<file path="config.mk">
export PLATFORM = sky130hd
export DESIGN_NAME = condicionador_botoes
export DESIGN_NICKNAME = d
export VERILOG_FILES = /design/src/rtl/condicionador_botoes_pkg.sv /design/src/rtl/condicionador_botoes_sincroniza_filtra.sv /design/src/rtl/condicionador_botoes.sv
export SDC_FILE = /design/constraint.sdc
export NUM_CORES = 1
export LEC_CHECK = 0
export BUFFER_PORTS_ARGS = -buffer_cell sky130_fd_sc_hd__buf_2
export CORE_MARGIN = 3
export CORE_UTILIZATION = 40
export CTS_BUF_LIST = sky130_fd_sc_hd__clkbuf_8
export DETAILED_ROUTE_END_ITERATION = 7
export SYNTH_ARGS = -nofsm -noshare
export SYNTH_HDL_FRONTEND = slang
export SYNTH_SLANG_ARGS = --single-unit
</file>
<file path="constraint.sdc">
create_clock -name clock -period 2.3 [get_ports clock]
set_input_delay 0.23 -clock clock [delete_from_list [all_inputs] [get_ports clock]]
set_output_delay 0.23 -clock clock [all_outputs]
set_load 0.02 [all_outputs]
</file>
<file path="src/rtl/condicionador_botoes_pkg.sv">
// Shared types for the button conditioner: FSM state encoding, default width
// and the one-hot test used to validate a stable press.
package botoes_pkg;

    localparam int N_BOTOES_PADRAO = 4;

    typedef enum logic [2:0] {
        OCIOSO       = 3'd0,
        FILTRA_PRESS = 3'd1,
        PRESSIONADO  = 3'd2,
        FILTRA_SOLTA = 3'd3,
        REJEITADO    = 3'd4
    } estado_t;

    // Callers zero-extend their vector to 32 bits; at most 32 buttons supported.
    function automatic logic eh_one_hot(input logic [31:0] v);
        return (v != 32'd0) && ((v & (v - 32'd1)) == 32'd0);
    endfunction

endpackage

</file>
<file path="src/rtl/condicionador_botoes_sincroniza_filtra.sv">
// Input synchroniser plus stability counter; flags when the synchronised
// sample has held the same value for CICLOS_ESTAVEL cycles.
module sincroniza_filtra
    import botoes_pkg::*;
#(
    parameter int N_BOTOES       = N_BOTOES_PADRAO,
    parameter int CICLOS_ESTAVEL = 50000,
    parameter int SYNC_ESTAGIOS  = 2
) (
    input  logic                i_clock,
    input  logic                i_reset,
    input  logic [N_BOTOES-1:0] i_botoes_brutos,
    output logic [N_BOTOES-1:0] o_amostra,
    output logic                o_estavel
);

    localparam int CW = $clog2(CICLOS_ESTAVEL);
    localparam logic [CW-1:0] CONT_MAX = CW'(CICLOS_ESTAVEL - 1);

    logic [SYNC_ESTAGIOS-1:0][N_BOTOES-1:0] r_sync;
    logic [CW-1:0]                          r_cont;

    // The counter compares the value about to enter the last stage with the
    // current one, so r_cont always describes the amostra being presented:
    // estavel can never be asserted alongside a freshly changed sample.
    always_ff @(posedge i_clock) begin
        if (!i_reset) begin
            r_sync <= '0;
            r_cont <= '0;
        end else begin
            r_sync <= {r_sync[SYNC_ESTAGIOS-2:0], i_botoes_brutos};
            if (r_sync[SYNC_ESTAGIOS-2] != r_sync[SYNC_ESTAGIOS-1])
                r_cont <= '0;
            else if (r_cont != CONT_MAX)
                r_cont <= r_cont + CW'(1);
        end
    end

    assign o_amostra = r_sync[SYNC_ESTAGIOS-1];
    assign o_estavel = (r_cont == CONT_MAX);

endmodule

</file>
<file path="src/rtl/condicionador_botoes.sv">
// Button conditioner: sync/debounce, one-hot validation and move strobe.
// Optional BOTOES_CONTADOR_EN adds an 8-bit accepted-move counter output.
module condicionador_botoes
    import botoes_pkg::*;
#(
    parameter int N_BOTOES       = N_BOTOES_PADRAO,
    parameter int CICLOS_ESTAVEL = 50000,
    parameter int SYNC_ESTAGIOS  = 2
) (
    input  logic                clock,
    input  logic                reset,
    input  logic [N_BOTOES-1:0] botoes_brutos,
    input  logic                habilita,
    output logic [N_BOTOES-1:0] botoes,
    output logic                jogada_feita,
    output logic                ocupado,
    output logic                erro_multiplo,
    output logic [2:0]          db_estado
`ifdef BOTOES_CONTADOR_EN
    ,
    output logic [7:0]          db_num_jogadas
`endif
);

    logic [N_BOTOES-1:0] w_amostra;
    logic                w_estavel;

    sincroniza_filtra #(
        .N_BOTOES      (N_BOTOES),
        .CICLOS_ESTAVEL(CICLOS_ESTAVEL),
        .SYNC_ESTAGIOS (SYNC_ESTAGIOS)
    ) u_sincroniza_filtra (
        .i_clock        (clock),
        .i_reset        (reset),
        .i_botoes_brutos(botoes_brutos),
        .o_amostra      (w_amostra),
        .o_estavel      (w_estavel)
    );

    estado_t             r_estado, w_prox;
    logic [N_BOTOES-1:0] r_botoes, r_codigo;
    logic                r_jogada, r_erro;
    logic                w_captura, w_aceita, w_rejeita;

    always_ff @(posedge clock) begin
        if (!reset) r_estado <= OCIOSO;
        else        r_estado <= w_prox;
    end

    always_comb begin
        w_prox    = r_estado;
        w_captura = 1'b0;
        w_aceita  = 1'b0;
        w_rejeita = 1'b0;
        case (r_estado)
            OCIOSO:
                if (w_amostra != '0) w_prox = FILTRA_PRESS;
            FILTRA_PRESS:
                if (w_amostra == '0) begin
                    w_prox = OCIOSO;
                end else if (w_estavel) begin
                    if (eh_one_hot(32'(w_amostra))) begin
                        w_prox    = PRESSIONADO;
                        w_captura = 1'b1;
                        w_aceita  = habilita;
                    end else begin
                        w_prox    = REJEITADO;
                        w_rejeita = 1'b1;
                    end
                end
            PRESSIONADO:
                if (w_amostra != r_codigo) w_prox = FILTRA_SOLTA;
            REJEITADO:
                if (w_amostra == '0) w_prox = FILTRA_SOLTA;
            FILTRA_SOLTA:
                if (w_estavel && (w_amostra == '0)) w_prox = OCIOSO;
            default:
                w_prox = OCIOSO;
        endcase
    end

    // r_codigo tracks the held code even when habilita=0 leaves botoes stale,
    // so release/slide detection does not depend on whether the move counted.
    always_ff @(posedge clock) begin
        if (!reset) begin
            r_botoes <= '0;
            r_codigo <= '0;
            r_jogada <= 1'b0;
            r_erro   <= 1'b0;
        end else begin
            r_jogada <= w_aceita;
            if (w_captura) r_codigo <= w_amostra;
            if (w_aceita) begin
                r_botoes <= w_amostra;
                r_erro   <= 1'b0;
            end else if (w_rejeita) begin
                r_erro   <= 1'b1;
            end
        end
    end

`ifdef BOTOES_CONTADOR_EN
    logic [7:0] r_num_jogadas;

    always_ff @(posedge clock) begin
        if (!reset)        r_num_jogadas <= '0;
        else if (w_aceita) r_num_jogadas <= r_num_jogadas + 8'd1;
    end

    assign db_num_jogadas = r_num_jogadas;
`endif

    assign botoes        = r_botoes;
    assign jogada_feita  = r_jogada;
    assign erro_multiplo = r_erro;
    assign ocupado       = (r_estado != OCIOSO);
    assign db_estado     = r_estado;

endmodule

</file>
# Word-level counts from Yosys, hierarchy flattened
# Index checks and enable logic that the tools add are counted.
[op_classes]
bitwise = 2
reduce_logical = 10
n_mux = 20
addsub = 2
eq_ne = 13
[ops]
columns = ["cell", "count"]
rows = [
  ["4-bit by 32-bit bitwise AND with 32-bit output", 1],
  ["32-bit zero test", 1],
  ["3-bit 2-to-1 mux", 7],
  ["16-bit by 1-bit adder with 16-bit output (second input constant)", 1],
  ["16-bit equality test (second input constant)", 1],
  ["16-bit inequality test (second input constant)", 1],
  ["3-bit one-hot mux with 5 select lines", 1],
  ["1-bit 2-to-1 mux", 12],
  ["2-bit inequality test (second input constant)", 4],
  ["4-bit inequality test", 2],
  ["3-bit by 2-bit equality test with 1-bit output (second input constant)", 2],
  ["5-bit AND reduction", 1],
  ["4-bit by 1-bit subtractor with 5-bit output (second input constant)", 1],
  ["4-bit zero test", 1],
  ["4-bit nonzero test", 1],
  ["2-bit OR reduction", 2],
  ["3-bit by 1-bit equality test with 1-bit output (second input constant)", 1],
  ["3-bit equality test (second input constant)", 1],
  ["3-bit zero test", 1],
  ["3-bit inequality test (second input constant)", 1],
  ["3-bit nonzero test", 1],
  ["1-bit logical AND", 2],
  ["1-bit inverter", 1],
]
[totals]
input_bits = 7
elab_cells = 55
register_bits = 37
output_inout_bits = 10

# Longest topological paths before layout
# Gate-level depths: netlist of the first run.
[depth]
word_depth = 9
ltp_mapped = 7
depth_no_buf = 5

# Hierarchy
# From an unflattened synthesis of the first run, not the netlist that was laid out.
[unflattened]
hier_cells = 182
area_unflattened_um2 = 1715.4
[modules_own_cells]
columns = ["mod", "area_each_um2", "cells_per_inst", "instances"]
rows = [
  ["sincroniza_filtra", 1047.3, 112, 1],
  ["condicionador_botoes", 668.1, 70, 1],
]

# Worst setup path after synthesis of the first run
# No wires, ideal clock.
[synth_path]
path_kind = "register to register"
from = "register u_sincroniza_filtra.r_cont[0]"
to = "register r_codigo[0]"
arrival_ps = 1600
synth_period_minus_slack_ps = 1719
setup_ps = 119
path_slack_ps = 581
required_ps = 2181
stages_incl_launch_ff = 8
cell_sequence = "dfxtp_1 ha_1 and3_1 buf_2 nand4_2 or3_1 buf_2 mux2i_1"
[synth_via]
elab_chain_len = 4
[synth_lines]
columns = ["item", "line", "rtl"]
rows = [
  ["from (decl)", "condicionador_botoes_sincroniza_filtra.sv:21", "logic [CW-1:0] r_cont;"],
  ["from (signal assigned)", "condicionador_botoes_sincroniza_filtra.sv:35", "r_cont <= r_cont + CW'(1);"],
  ["16-bit equality test", "condicionador_botoes_sincroniza_filtra.sv:40", "assign o_estavel = (r_cont == CONT_MAX);"],
  ["1-bit 2-to-1 mux", "condicionador_botoes.sv:61", "end else if (w_estavel) begin"],
  ["1-bit 2-to-1 mux", "condicionador_botoes.sv:59", "if (w_amostra == '0) begin"],
  ["1-bit 2-to-1 mux", "condicionador_botoes.sv:55", "case (r_estado)"],
  ["to (signal assigned)", "condicionador_botoes.sv:92", "if (w_captura) r_codigo <= w_amostra;"],
  ["to (decl)", "condicionador_botoes.sv:41", "logic [N_BOTOES-1:0] r_botoes, r_codigo;"],
]
# No other way between the ends.
# A chain may end at the register's enable or synchronous reset.

# Worst setup path after layout of the first run
[layout_path]
from = "register u_sincroniza_filtra.r_cont[0]"
to = "register r_botoes[0] (netlist: botoes[0])"
[layout_via]
elab_chain_len = 4
[layout_lines]
columns = ["item", "line", "rtl"]
rows = [
  ["16-bit equality test", "condicionador_botoes_sincroniza_filtra.sv:40", ""],
  ["1-bit 2-to-1 mux", "condicionador_botoes.sv:61", ""],
  ["1-bit 2-to-1 mux", "condicionador_botoes.sv:59", ""],
  ["1-bit 2-to-1 mux", "condicionador_botoes.sv:55", ""],
  ["to (signal assigned)", "condicionador_botoes.sv:94", "r_botoes <= w_amostra;"],
  ["to (decl)", "condicionador_botoes.sv:41", ""],
]
# No other way between the ends.

==> results of run 1 <==
## kinds of logic (layout without fill, tap and decap cells)
family,Yosys count,count (layout),synth area share
compound gates,16,16,0.0667
xor+xnor,19,19,0.0964
fa+ha+maj,1,1,0.00725
buf+inv,16,31,0.0392
flops,37,37,0.429
mux,9,9,0.0522
simple gates,92,92,0.309
## registers in the layout, summed over array words and instances, names as in the netlist
name / count
u_sincroniza_filtra.r_cont: 16
erro_multiplo: 1
u_sincroniza_filtra.r_sync: 4
r_codigo: 4
db_estado: 3
u_sincroniza_filtra.o_amostra: 4
botoes: 4
jogada_feita: 1
## cell usage after synthesis (all sizes together), types with 3 or more instances
master,number
nand3,6
buf,6
xnor2,10
nor4,7
xor2,9
nor2,14
nand4,5
nand2,21
mux2i,9
dfxtp,37
o31ai,5
and2,9
and3,4
clkbuf,4
nor3,11
a21oi,3
inv,6
or3,4
## metal layers
layer / global-route usage / up-vias / part of all wire
li1: - / 702 / -
met1: 0.178 / 637 / 0.48
met2: 0.219 / 39 / 0.46
met3: 0.0505 / 4 / 0.052
met4: 0.0626 / 0 / 0.0093
met5: 0 / - / 0
## power groups by stage
stage	Sequential [uW]	Combinational, uW	Clock, uW
floorplan	675	61.8	0
global placement	680	76.0	0
detailed placement	681	78.4	0
CTS	665	78.8	579
global route	668	87.9	606
finish	665	78.8	560
## worst paths after layout
kind	startpoint	endpoint	slack, ps	cells after the start
max	u_sincroniza_filtra.r_cont[0]	botoes[0]	420	5
min	botoes_brutos[0]	u_sincroniza_filtra.r_sync[0]	140	2
max reg2reg	u_sincroniza_filtra.r_cont[0]	botoes[0]	420	5
min reg2reg	botoes[2]	botoes[2]	460	2
## worst max-delay path: stages (launching register included)
cell	delay (ps)
dfxtp_1	380
ha_1	220
and3_1	290
nand4_2	190
nor3_2	490
mux2i_1	250
## metrics by stage
stage	cells	instance area, sq um
2_1_floorplan	190	1730
3_3_place_gp	247	1830
3_5_place_dp	247	1830
4_1_cts	255	1950
5_1_grt	255	1950
6_report	255	1950
## layout make-up
type	count	area (sq um)	area share
clock inverter	3	46.3	0.0238
clock buffer	5	68.8	0.0354
sequential	37	741	0.381
multi-input combinational	137	917	0.471
tap	50	62.6	0.0322
timing repair buffer	17	87.6	0.0450
inverter	6	22.5	0.0116
==> results_dict.tcl, run 1 <==
set metrics [dict create \
    drt_first_pass_iters 4 \
    post-place-ws_ps 438 \
    antenna_found_initial 0 \
    power_frac_clock 0.430 \
    cts_setup_buffers 0 \
    htree_levels 2 \
    grt_pass1_wl_um 5800 \
    ys_seq_area_frac 0.429 \
    post-dp-hpwl_um 2470 \
    design.die.area_sq_um 5140 \
    clockBufferDepth 2 \
    worstPathRequired_ps 2520 \
    ys.flop_type "dfxtp_1" \
    start_util 0.422 \
    worst_slew_pin_slew_ps 628 \
    period_share 0.819 \
    place.gp.congestion 0.857 \
    dieWidth_um 71.7 \
    syn2layout_area_growth_pct 12.8 \
    synthArstFlopShare 0 \
    ctsResizeCount 0 \
    status "complete, no violations" \
    synth_area_sq_um 1730 \
    ios 17 \
    avgSynthCellArea_sq_um 9.08 \
    clock_skew_ps 8.26 \
    cts_tree "built" \
    grt_pass1_vias 1309 \
    setup_violations 0 \
    worst_hold_slack_ps 140 \
    maxCapViolCount 0 \
    first_iter_violations 83 \
    synth-edff-count 0 \
    sw_frac_of_total 0.228 \
    hold_violations 0 \
    fillers 389 \
    maxSlewViolCount 0 \
    intPower_uw 1010 \
    drc 0 \
    ir_drop_uv 261 \
    clock_latency_ps 290 \
    yosysTopAreaCell "dfxtp_1" \
    finalCoreUtilization 0.476 \
    yosys_warnings 0 \
    final.setup.tns_ps 0 \
    setup_ws_ps 415 \
    netlist_instances 190 \
    synth_seq_cells 37 \
    synth_cell_types 39 \
    vias 1382 \
    numPortBuffers 16 \
    crit_type "flip-flop to flip-flop" \
    start_kind "flip-flop" \
    power_frac_seq 0.510 \
    fmax_mhz 531 \
    endpoint_kind "flip-flop" \
    die_h_um 71.7 \
    clkSinkCount 37 \
    leakage_uw 0.000742 \
    antenna_cells 0 \
    grt_max_degree 26 \
    core_area_sq_um 4090 \
    synth_top_area_frac 0.429 \
    synth_area_leaders "dfxtp_1 43%, mux2i_1 5.2%, xnor2_1 5.1%" \
    period_minus_slack_ps 1880 \
    synth_nets 198 \
    switching_power_uw 298 \
    grtUsageTotal 0.142 \
    nNetsFinal 212 \
    ant_nets 0 \
    total_power_uw 1300 \
    cts_made_buffers 5 \
    grt-ovfl-total 0 \
    layout-drive-gt1-share 0.161 \
    drt-total-wl_um 3340 \
    cts_root_buffer "clkbuf_8" \
    powerDensity_nw_per_um2 671 \
    via_per_inst 5.42 \
    rsz0062_at_grt "false" \
    cts.clk_slew.worst_paths_ps 70 \
    slew_headroom 0.580 \
    avgRoutedWirePerCell_um 13.1 \
    final_common_cell "dfxtp_1" \
    combPwrFrac 0.060 \
    arrival_ps 2100 \
    mostFrequentLayoutCells "37 x dfxtp_1, 20 x nand2_1, 16 x buf_2" \
    postCtsHoldBufs 0 \
    worstHoldPathType "primary input to flip-flop" \
    row_count 23 \
    path_max_fanout 5 \
]
No activity file was read; power rests on OpenSTA's default activity.
==> run 2, diff against run 1 <==
Settings changed: ABC_AREA set to 1.
Clock period 2.3 ns to 1.8 ns, I/O delays scaled along.
==> results_dict.tcl, run 2 <==
set metrics [dict create \
    synth_fa_ha_area_frac 0.00668 \
    ctsResizeCount 0 \
    path_max_fanout 10 \
    synth_xor_area_frac 0.0327 \
    grtUsageTotal 0.147 \
    cts_setup_buffers 0 \
    clock_latency_ps 290 \
    slowest_delay_ps 410 \
    yosys_warnings 0 \
    avgRoutedWirePerCell_um 11.0 \
    ant_nets 0 \
    antenna_found_initial 0 \
    worstHoldPathType "primary input to flip-flop" \
    whs_endpoint "u_sincroniza_filtra.r_sync[3]" \
    drt_first_pass_iters 4 \
    period_share 0.891 \
    period_minus_slack_ps 1600 \
    clockBufferDepth 2 \
    drc 0 \
    post-place-ws_ps 214 \
    netlist_instances 262 \
    hold_violations 0 \
    setup_ws_ps 197 \
    synth_top_family_by_area "simple AND/OR/NAND/NOR gates" \
    worst_slew_pin_slew_ps 395 \
    ys_seq_area_frac 0.395 \
    synth_area_sq_um 1870 \
    core_area_sq_um 4440 \
    avgSynthCellArea_sq_um 7.15 \
    row_count 24 \
    maxCapViolCount 0 \
    crit_start "u_sincroniza_filtra.r_cont[0]" \
    reg2regPathDepth 8 \
    min_from "botoes_brutos[3]" \
    synth-edff-count 0 \
    die_h_um 74.5 \
    start_util 0.422 \
    arrival_ps 1780 \
    timing.rr.end "botoes[2]" \
    postCtsHoldBufs 0 \
    slew_headroom 0.735 \
    final.setup.tns_ps 0 \
    largest_reg_flops 16 \
    ios 17 \
    yosysMostFrequentCell "nand2_1" \
    rsz0062_at_grt "false" \
    clkSinkCount 37 \
    powerDensity_nw_per_um2 948 \
    final_common_cell "nand2_1" \
    numPortBuffers 16 \
    synth_nets 270 \
    vias 1595 \
    grt_pass1_wl_um 6250 \
    cts_made_buffers 5 \
    ys.flop_type "dfxtp_1" \
    maxSlewViolCount 0 \
    dpl_cell_area_sq_um 1970 \
    rrSetupSlack_ps 200 \
    dieWidth_um 74.5 \
    regMostFlops "u_sincroniza_filtra.r_cont" \
    post-dp-hpwl_um 2670 \
    crit_type "flip-flop to flip-flop" \
    synth-simple-area-share 0.407 \
    first_iter_violations 81 \
    synth_cell_types 31 \
    worstPathRequired_ps 1980 \
    cts_tree "built" \
    synth_seq_cells 37 \
    design.die.area_sq_um 5540 \
    grt_pass1_vias 1416 \
    ys_top_cells_by_count "55 x nand2_1, 37 x dfxtp_1, 35 x nor2_1" \
    clock_skew_ps 9.30 \
    synth_area_leaders "dfxtp_1 40%, nand2_1 11%, nor2_1 7.0%" \
    antenna_cells 0 \
    cts_root_buffer "clkbuf_8" \
    r2r-start "u_sincroniza_filtra.r_cont[0]" \
    stdcell_area_sq_um 2080 \
    slowest_stage "dfxtp_1" \
    synth_mux_area_frac 0 \
    synth_compound_area_frac 0.0587 \
    grt_max_degree 25 \
    via_per_inst 4.82 \
    synthArstFlopShare 0 \
    yosysTopAreaCell "dfxtp_1" \
    path_cells "ha_1 -> nand3_2 -> nor2_1 -> nand2_2 -> nor2_8 -> nand2_4 -> nand3_1 -> nand2_1" \
    place.gp.congestion 0.792 \
    ir_drop_uv 417 \
    syn2layout_area_growth_pct 10.7 \
    cts.clk_slew.worst_paths_ps 80 \
    htree_levels 2 \
    layout-drive-gt1-share 0.179 \
    synth_top_area_frac 0.395 \
    leakage_uw 0.000925 \
    nNetsFinal 286 \
    grt-ovfl-total 0 \
    mostFrequentLayoutCells "55 x nand2_1, 37 x dfxtp_1, 35 x nor2_1" \
    fmax_mhz 624 \
    hold-path-cell-count 3 \
    endpoint_kind "flip-flop" \
    status "complete, no violations" \
    setup_violations 0 \
    start_kind "flip-flop" \
    drt-total-wl_um 3650 \
]
## run 2: cell types whose count changed after synthesis, moves of 9 or more
cell / delta
and2_1: -9
inv_1: +26
mux2i_1: -9
nand2_1: +35
nand3_1: +12
nor2_1: +21
## run 2: kinds of logic after synthesis
group	count (synthesis)
AND/OR/NAND/NOR	153
buffers and inverters	44
flip-flops	37
AO/OA/AOI/OAI	20
XOR/XNOR	7
adder cells (fa/ha/maj)	1
## run 2: through the flow
step,util,total power [uW],hold slack (ps),cells
3_3_place_gp,0.444,1350,360,323
5_1_grt,0.467,2080,71.5,331
2_1_floorplan,-,1250,278,262
4_1_cts,0.467,2000,61.8,331
6_report,0.467,1970,75.2,331
3_5_place_dp,0.444,1350,368,323
## run 2: worst max-delay path by stage
stage / end / depth (start not counted)
2_1_floorplan: botoes[0] / 8
3_3_place_gp: botoes[1] / 8
3_5_place_dp: botoes[2] / 8
4_1_cts: botoes[2] / 8
5_1_grt: r_codigo[1] / 8
6_report: botoes[2] / 8
## run 2: power by group
| part | leakage, uW | internal [uW] | switching [uW] |
|---|---|---|---|
| clock | 0.0000542 | 346 | 294 |
| combinational | 0.000570 | 145 | 284 |
| sequential | 0.000301 | 858 | 41.3 |
## run 2: critical path, delay by kind of cell (launching register included)
family	cells	cell delay, ps
AND/OR/NAND/NOR	7	860
flip-flops	1	410
adder cells (fa/ha/maj)	1	220
## run 2: final cells by class
| class | instances | area [sq um] |
|---|---|---|
| Fill cell | 454 | 2370 |
| Multi-Input combinational cell | 181 | 946 |
| Sequential cell | 37 | 741 |
| Inverter | 36 | 135 |
| Clock buffer | 7 | 96.3 |
| Timing Repair Buffer | 17 | 87.6 |
| Tap cell | 52 | 65.1 |
| Clock inverter | 1 | 5.00 |
## run 2: layer usage
metal	vias up	global-route usage	share of wire
li1	867	-	-
met1	689	0.205	0.54
met2	32	0.213	0.40
met3	7	0.0446	0.042
met4	0	0.0534	0.017
met5	-	0	0
==> run 3, diff against run 2 <==
Clock period 1.8 ns to 1.47 ns, I/O delays scaled along.
==> results_dict.tcl, run 3 (synthesis gave the netlist of run 2 again) <==
set metrics [dict create \
    endpoint_kind "flip-flop" \
    grt_pass1_wl_um 6790 \
    rrSetupSlack_ps 80 \
    cts.clk_slew.worst_paths_ps 80 \
    fmax_mhz 721 \
    finalCoreUtilization 0.537 \
    stdcell_area_sq_um 2390 \
    antenna_found_initial 0 \
    grt_pass1_vias 1560 \
    grtUsageTotal 0.158 \
    start_util 0.422 \
    dieWidth_um 74.5 \
    maxSlewViolCount 0 \
    worstHoldPathType "primary input to flip-flop" \
    largest_reg_flops 16 \
    mostFrequentLayoutCells "55 x nand2_1, 32 x inv_1, 32 x nor2_1" \
    drc 0 \
    avgRoutedWirePerCell_um 11.5 \
    regMostFlops "u_sincroniza_filtra.r_cont" \
    layout-drive-gt1-share 0.305 \
    postCtsHoldBufs 0 \
    slew_headroom 0.806 \
    path_cells "inv_2 -> nor2_1 -> nand2_1 -> nor2_2 -> nand2_4 -> buf_4 -> inv_1 -> nor2_1 -> nor3_2" \
    cpMostUsedCell "nor2_1" \
    syn2layout_area_growth_pct 27.3 \
    cts_made_buffers 5 \
    routed-wl-met2_um 1790 \
    worstPathRequired_ps 1680 \
    worst_slew_pin_slew_ps 288 \
    setup_violations 0 \
    clockBufferDepth 2 \
    powerDensity_nw_per_um2 1080 \
    cts_tree "built" \
    ios 17 \
    start_kind "flip-flop" \
    drt_first_pass_iters 4 \
    min_from "botoes_brutos[3]" \
    slowest_stage "dfxtp_2" \
    nNetsFinal 309 \
    place.gp.congestion 0.834 \
    drt-total-wl_um 4070 \
    die_h_um 74.5 \
    row_count 24 \
    antenna_cells 0 \
    status "complete, no violations" \
    m1WireLength_um 2000 \
    dr_wl_met3_um 213 \
    slowest_delay_ps 360 \
    grt-ovfl-total 0 \
    design.die.area_sq_um 5540 \
    htree_levels 2 \
    final_common_cell "nand2_1" \
    period_share 0.944 \
    post-dp-hpwl_um 2790 \
    core_area_sq_um 4440 \
    maxCapViolCount 0 \
    vias 1726 \
    dpl_cell_area_sq_um 2080 \
    reg2regPathDepth 9 \
    highest_layer "met4" \
    cts_root_buffer "clkbuf_8" \
    clock_skew_ps 5.35 \
    hold_violations 0 \
    first_iter_violations 114 \
    arrival_ps 1600 \
    path_max_fanout 4 \
    ir_drop_uv 532 \
    clkSinkCount 37 \
    crit_start "u_sincroniza_filtra.r_cont[6]" \
    crit_type "flip-flop to flip-flop" \
    clock_latency_ps 290 \
    via_per_inst 4.88 \
    numPortBuffers 16 \
    leakage_uw 0.00110 \
    r2r-start "u_sincroniza_filtra.r_cont[6]" \
    ant_nets 0 \
    endpoint "u_sincroniza_filtra.r_cont[1]" \
    period_minus_slack_ps 1390 \
    grt_max_degree 25 \
    total_power_uw 2580 \
    timing.rr.end "u_sincroniza_filtra.r_cont[1]" \
]
## run 3: cell count changes in the layout (fill, tap and decap cells not counted), moves of 3 or more
cell	previous run	this run
buf_4	1	22
dfxtp_1	37	28
dfxtp_2	0	6
dfxtp_4	0	3
nand3_1	18	15
nor2_1	35	32
nor2_4	2	5
nor3_1	11	8
## run 3: routing by layer
metal,vias up,track usage
met1,763,0.222
met5,-,0
met3,8,0.0392
met2,37,0.225
li1,918,-
met4,0,0.0731
## run 3: timing repair
item | 4_1_cts | 5_1_grt
resized for setup | 1 | 30
gates cloned | 0 | 1
buffers inserted | 0 | 8
pin swaps | 0 | 9
setup endpoints to repair | 1 | 23
## run 3: worst max-delay path: cells and delay by family (launching register included)
| family | cells | cell delay, ps |
|---|---|---|
| flip-flops | 1 | 360 |
| AND/OR/NAND/NOR | 6 | 640 |
| buffers and inverters | 3 | 300 |
## run 3: per-stage QoR
| stage | hold slack, ps | cells | worst slack, ps | TNS [ps] |
|---|---|---|---|---|
| 2_1_floorplan | 245 | 262 | 38.6 | 0 |
| 6_report | 28.1 | 354 | 82.3 | 0 |
| 3_3_place_gp | 327 | 337 | 60.7 | 0 |
| 5_1_grt | 27.8 | 354 | -9.62 | -19.2 |
| 3_5_place_dp | 333 | 337 | 28.9 | 0 |
| 4_1_cts | 18.9 | 345 | 10.4 | 0 |
## run 3: layout make-up
class / count / area (sq um)
clock buffer: 5 / 68.8
fill: 434 / 2060
multi-input combinational: 182 / 1050
tap: 52 / 65.1
timing repair buffer: 39 / 265
sequential: 37 / 759
clock inverter: 3 / 42.5
inverter: 36 / 135
## run 3: worst min-delay path by stage
stage	end	slack, ps	depth (start not counted)
after floorplan	u_sincroniza_filtra.r_sync[0]	240	2
after global placement	u_sincroniza_filtra.r_sync[2]	330	3
after detailed placement	u_sincroniza_filtra.r_sync[2]	330	3
after CTS	u_sincroniza_filtra.r_sync[2]	20	3
after global routing	u_sincroniza_filtra.r_sync[1]	30	3
final	u_sincroniza_filtra.r_sync[3]	30	3
## run 3: report_power, final
group	leakage, uW	internal, uW	switching (uW)
clock	0.0000595	502	378
sequential	0.000306	1050	48.4
combinational	0.000737	227	379
